$ cat src/rtl/dispatch_arbiter_n.sv
// N-lane instruction dispatch arbiter: hazard-steered / round-robin lane selection with per-lane in-flight history.
// Optional macro ARB_OVERRIDE_EN enables software lane override via in_instr[28:26].
module dispatch_arbiter_n #(
    parameter int unsigned N_LANES    = 2,
    parameter int unsigned HIST_DEPTH = 4
) (
    input  logic               clk,
    input  logic               reset,
    input  logic               in_valid,
    input  logic [31:0]        in_instr,
    output logic               in_ready,
    input  logic [N_LANES-1:0] lane_full,
    input  logic [N_LANES-1:0] lane_retire,
    output logic [N_LANES-1:0] FIFO_en,
    output logic [31:0]        instr_out
);

    localparam int unsigned LW = (N_LANES > 1) ? $clog2(N_LANES) : 1;
    localparam int unsigned CW = $clog2(HIST_DEPTH + 1);
    localparam int unsigned PW = (HIST_DEPTH > 1) ? $clog2(HIST_DEPTH) : 1;

    typedef struct packed {
        logic [4:0] dest;
        logic       dest_we;
        logic [4:0] src_a;
        logic [4:0] src_b;
    } hist_entry_t;

    hist_entry_t       hist_q  [N_LANES][HIST_DEPTH];
    logic [CW-1:0]     count_q [N_LANES];
    logic [LW-1:0]     rr_q;

    hist_entry_t       new_entry;
    logic [N_LANES-1:0] coll_c;
    logic [N_LANES-1:0] avail_c;
    logic [N_LANES-1:0] retire_c;
    logic [N_LANES-1:0] push_c;
    logic [2:0]        coll_cnt;
    logic [LW-1:0]     coll_lane;
    logic [LW-1:0]     rr_lane;
    logic [LW-1:0]     cand;
    logic              rr_found;
    logic [LW-1:0]     target_c;
    logic              has_target_c;
    logic              rr_pick_c;
    logic              accept_c;

    assign new_entry.dest    = in_instr[20:16];
    assign new_entry.dest_we = in_instr[21];
    assign new_entry.src_a   = in_instr[15:11];
    assign new_entry.src_b   = in_instr[4:0];

    // Per-lane hazard detection against valid history entries; src-src overlap is not a hazard.
    always_comb begin
        coll_c  = '0;
        avail_c = '0;
        for (int i = 0; i < int'(N_LANES); i++) begin
            avail_c[i] = !lane_full[i] && (count_q[i] < CW'(HIST_DEPTH));
            for (int j = 0; j < int'(HIST_DEPTH); j++) begin
                if (CW'(j) < count_q[i]) begin
                    if ((hist_q[i][j].dest_we &&
                         ((new_entry.dest_we && hist_q[i][j].dest == new_entry.dest) ||
                          hist_q[i][j].dest == new_entry.src_a ||
                          hist_q[i][j].dest == new_entry.src_b)) ||
                        (new_entry.dest_we &&
                         (new_entry.dest == hist_q[i][j].src_a ||
                          new_entry.dest == hist_q[i][j].src_b))) begin
                        coll_c[i] = 1'b1;
                    end
                end
            end
        end
    end

    // Target selection: override, then single collider, then round-robin over available lanes.
    always_comb begin
        coll_cnt     = '0;
        coll_lane    = '0;
        rr_lane      = '0;
        cand         = '0;
        rr_found     = 1'b0;
        target_c     = '0;
        has_target_c = 1'b0;
        rr_pick_c    = 1'b0;
        for (int i = 0; i < int'(N_LANES); i++) begin
            if (coll_c[i]) begin
                coll_cnt  = coll_cnt + 3'd1;
                coll_lane = LW'(i);
            end
        end
        for (int unsigned k = 0; k < N_LANES; k++) begin
            cand = LW'((32'(rr_q) + k) % N_LANES);
            if (!rr_found && avail_c[cand]) begin
                rr_found = 1'b1;
                rr_lane  = cand;
            end
        end
        if (coll_cnt == 3'd1) begin
            target_c     = coll_lane;
            has_target_c = 1'b1;
        end else if (coll_cnt == 3'd0) begin
            target_c     = rr_lane;
            has_target_c = rr_found;
            rr_pick_c    = rr_found;
        end
`ifdef ARB_OVERRIDE_EN
        if (in_instr[28]) begin
            target_c     = LW'(32'({in_instr[26], in_instr[27]}) % N_LANES);
            has_target_c = 1'b1;
            rr_pick_c    = 1'b0;
        end
`endif
    end

    assign in_ready = !reset && has_target_c && avail_c[target_c];
    assign accept_c = in_valid && in_ready;

    always_comb begin
        retire_c = '0;
        push_c   = '0;
        for (int i = 0; i < int'(N_LANES); i++) begin
            retire_c[i] = lane_retire[i] && (count_q[i] != '0);
            push_c[i]   = accept_c && (target_c == LW'(i));
        end
    end

    // History shifts toward the head on retire; a same-cycle push lands in the freed tail slot.
    always_ff @(posedge clk) begin
        if (reset) begin
            FIFO_en   <= '0;
            instr_out <= '0;
            rr_q      <= '0;
            for (int i = 0; i < int'(N_LANES); i++) begin
                count_q[i] <= '0;
                for (int j = 0; j < int'(HIST_DEPTH); j++) begin
                    hist_q[i][j] <= '0;
                end
            end
        end else begin
            FIFO_en <= '0;
            if (accept_c) begin
                FIFO_en   <= N_LANES'(1) << target_c;
                instr_out <= in_instr;
                if (rr_pick_c) begin
                    rr_q <= (target_c == LW'(N_LANES - 1)) ? '0 : target_c + LW'(1);
                end
            end
            for (int i = 0; i < int'(N_LANES); i++) begin
                if (retire_c[i]) begin
                    for (int j = 0; j < int'(HIST_DEPTH) - 1; j++) begin
                        hist_q[i][j] <= hist_q[i][j+1];
                    end
                end
                if (push_c[i]) begin
                    hist_q[i][PW'(retire_c[i] ? count_q[i] - CW'(1) : count_q[i])] <= new_entry;
                end
                count_q[i] <= count_q[i] + CW'(push_c[i]) - CW'(retire_c[i]);
            end
        end
    end

endmodule

$ cat config.mk
export PLATFORM = sky130hd
export DESIGN_NAME = dispatch_arbiter_n
export DESIGN_NICKNAME = d
export VERILOG_FILES = /design/src/rtl/dispatch_arbiter_n.sv
export SDC_FILE = /design/constraint.sdc
export NUM_CORES = 1
export LEC_CHECK = 0
export ABC_AREA = 0
export CELL_PAD_IN_SITES_DETAIL_PLACEMENT = 0
export CELL_PAD_IN_SITES_GLOBAL_PLACEMENT = 1
export CORE_ASPECT_RATIO = 1.5
export CORE_MARGIN = 4
export CORE_UTILIZATION = 51
export CTS_CLUSTER_SIZE = 30
export DETAILED_ROUTE_END_ITERATION = 16
export PLACE_DENSITY_LB_ADDON = 0.1
export SYNTH_ARGS = -nofsm -noshare
export SYNTH_HDL_FRONTEND = slang
export SYNTH_SLANG_ARGS = --single-unit
$ cat constraint.sdc
create_clock -name clk -period 14.8 [get_ports clk]
set_input_delay 2.96 -clock clk [delete_from_list [all_inputs] [get_ports clk]]
set_output_delay 2.96 -clock clk [all_outputs]
set_load 0.01 [all_outputs]
==> impl_results.md <==
- Outcome: finished, final reports clean
- Clock latency reported for the late side of the worst-skew pair: 0.44 ns
- Final count of hold timing violations: 0
- Area of the multi-input gates: 0.00489 mm2
- Die Y: 180 um
- DRC viols: 0
- Post-route fraction of the period consumed by the critical path: 0.666
- Final worst slack: 4.95 ns
- Initial Utilization: 0.521
- Flop and latch count out of synthesis: 169
- Netlist area before placement: 0.0101 mm2
- Wirelength, routed: 28.1 mm
- Cell Area, Placed: 0.0108 mm2
- VDD IR-drop max: 0.0000905 V
- Leak pwr: 4.45 nW
- Drt first pass iters: 5
- Inst Count DP: 1252
- Post-CTS clock slew at the launch and capture registers of the worst setup and hold paths: 0.07 ns
- Syn. warnings: 0
- Half-perimeter wire length after detailed placement: 19.0 mm
- Clock root buffer: clkbuf_16
- TritonCTS clock tree: yes
- Port Buffers: 73
- Maximum number of buffers from clock root to sink: 2
- Total Nets Final: 1067
- Final setup violating endpoints: 0
- Required time of the worst setup path: 11.84 ns
- Avg Synthesized Cell Area: 10.2 um2
- Cell Rows: 62
- Actual slew at the worst max-slew pin: 1.12 ns
- Number of sinks on the clock net: 169
- Initial antenna violation count: 0
- Vias post-DR: 7356
- H-tree depth reported by CTS: 4
- Die area: 0.0221 mm2
- Clock buffers created by TritonCTS: 17
- Final instance area: 0.0114 mm2
- Reported max-cap violation count: 0
- Overall fraction of global-route tracks in use: 0.260
- Total negative setup slack: 0 ns
- Final RePlAce weighted congestion: 0.907
- Via count of the first global-routing pass: 7426
- Async set-or-reset flop fraction in the synthesized netlist: 0
- Maximum clock rate: 0.102 GHz
- Hold buffer count at CTS: 0
- Distinct cell type count of the synthesized netlist: 50
- CP Class: in2out
- Cells after Synth: 983
- Post-DR wirelength/cell: 21.9 um
- # fillers: 1710
- Die W: 123 um
- Startpoint Class: primary input
- Detail Route Antenna Nets: 0
- Post-Place Setup Slack: 4.97 ns
- Relative max-transition margin: 0.253
- Post-CTS Setup Bufs: 0
- Final slew viol count: 0
- Resized Gates After CTS: 0
- Hold crit path type: reg2reg
- Largest net degree at the start of global routing: 78
- Capturing element type of the critical path: primary output
- First-iteration detailed-routing DRC count: 572
- Fin crit period: 9.85 ns
- Layout overhead on the synthesized area: 13.5%
- Largest fanout on the critical path: 16
- Remaining Overflow, GRT: 0
- Ratio of cells with drive above 1 in the final layout: 0.0778
- Power per standard cell area: 154 mW/mm2
- Final Util: 0.591
- Post-route insts no fill: 1284
- Count of inserted antenna diode cells: 0
- Unrepaired setup endpoints after global routing: false
- Share of synthesized area occupied by flip-flops and latches: 0.463
- First-pass GRT wire length: 43.5 mm
- Count of flip-flops with a built-in enable after synthesis: 128
- Synth Flop Type: edfxtp_1
- Core region area: 0.0193 mm2
- Top-level I/O count: 74
- WP data arrival: 6.89 ns
- Post-synth net total: 1035
- Routed via count divided by cell count: 5.73
- Storage element area: 0.00466 mm2
- Final Skew: 0.0167 ns
## cell families after synthesis
family,synth area share
AND/OR/NAND/NOR,0.137
XOR/XNOR,0.176
flip-flops,0.463
AO/OA/AOI/OAI,0.0701
buffers and inverters,0.0532
multiplexers,0.0825
adder cells (fa/ha/maj),0.0177
## cell type report
class,count,share of cell area
sequential,169,0.408
inverter,36,0.0118
clock buffer,17,0.0372
multi-input combinational,702,0.428
timing repair buffer,89,0.0718
clock inverter,15,0.0143
tap,256,0.0280
## synth_stat cells (11+ instances only)
library cell / number / area [um2]
dfxtp_1: 41 / 821
xor2_1: 133 / 1160
mux2i_1: 65 / 651
edfxtp_1: 128 / 3840
nand2_1: 93 / 349
a21oi_1: 39 / 195
clkbuf_1: 35 / 131
mux2_2: 16 / 180
xnor2_1: 69 / 604
buf_4: 15 / 113
o21ai_0: 58 / 290
nor4_1: 38 / 238
inv_1: 34 / 128
buf_2: 11 / 55.1
nor2_1: 15 / 56.3
and2_1: 16 / 100
ha_1: 11 / 138
nor3_1: 14 / 70.1
nand3_1: 77 / 385
## path summary, 6_finish.rpt
path / slack (ns) / cells after the start / from / endpoint
max: 4.95 / 11 / in_instr[21] / in_ready
min: 0.47 / 2 / instr_out[26] / instr_out[26]
max reg2reg: 8.18 / 18 / count_q[0][5] / hist_q[1][37]
min reg2reg: 0.47 / 2 / instr_out[26] / instr_out[26]
## worst max-delay path, cell delays in order
cell and delay (ns):
clkdlybuf4s50_1 1.02, clkinv_1 0.51, nor4_1 0.37, nand4_1 0.12, nand4_1 0.14, or4_4 0.18, nor2_1 0.08, ha_1 0.41
nor2_1 0.07, a2111oi_0 0.38, clkdlybuf4s50_1 0.64
## report_power, final
group	switching (mW)	leakage, nW	internal [mW]
registers	0.0979	1.68	0.654
clock network	0.205	0.288	0.253
logic	0.325	2.48	0.220
total	0.628	4.45	1.13
## metrics by stage
stage	hold slack, ns	total power [mW]
after global placement	0.454	1.30
after global routing	0.484	1.85
after detailed placement	0.458	1.31
after CTS	0.468	1.76
after floorplan	0.472	1.12
final	0.466	1.76
## cells in the final DEF (no fill, tap or decap), types with 4 or more instances in the layout
cell             count
nand3_1             77
xnor2_1             69
nor2b_1              7
nand2_1             93
o21ai_0             56
clkdlybuf4s50_1     67
ha_1                11
nand4_1             10
inv_1               34
mux2i_1             65
and2_1              16
o31ai_1              5
a21oi_1             38
nor4_1              38
clkbuf_16           17
xor2_1             133
buf_4               16
edfxtp_1           128
dfxtp_1             41
nor3_1              14
buf_2                6
inv_6                4
nor2_1              14
mux2_2              16
## flip-flops by register name, indices dropped and copies added, names as in the netlist
name       cells
hist_q       128
instr_out     32
count_q        6
FIFO_en        2
rr_q           1
## metal layers
layer	vias to the layer above	GRT usage	part of all wire
met5	-	0	0
met4	0	0.0906	0.029
met3	47	0.0305	0.034
met2	175	0.461	0.53
met1	3631	0.323	0.40
li1	3503	-	-
Power figures use the tool's default switching activity.
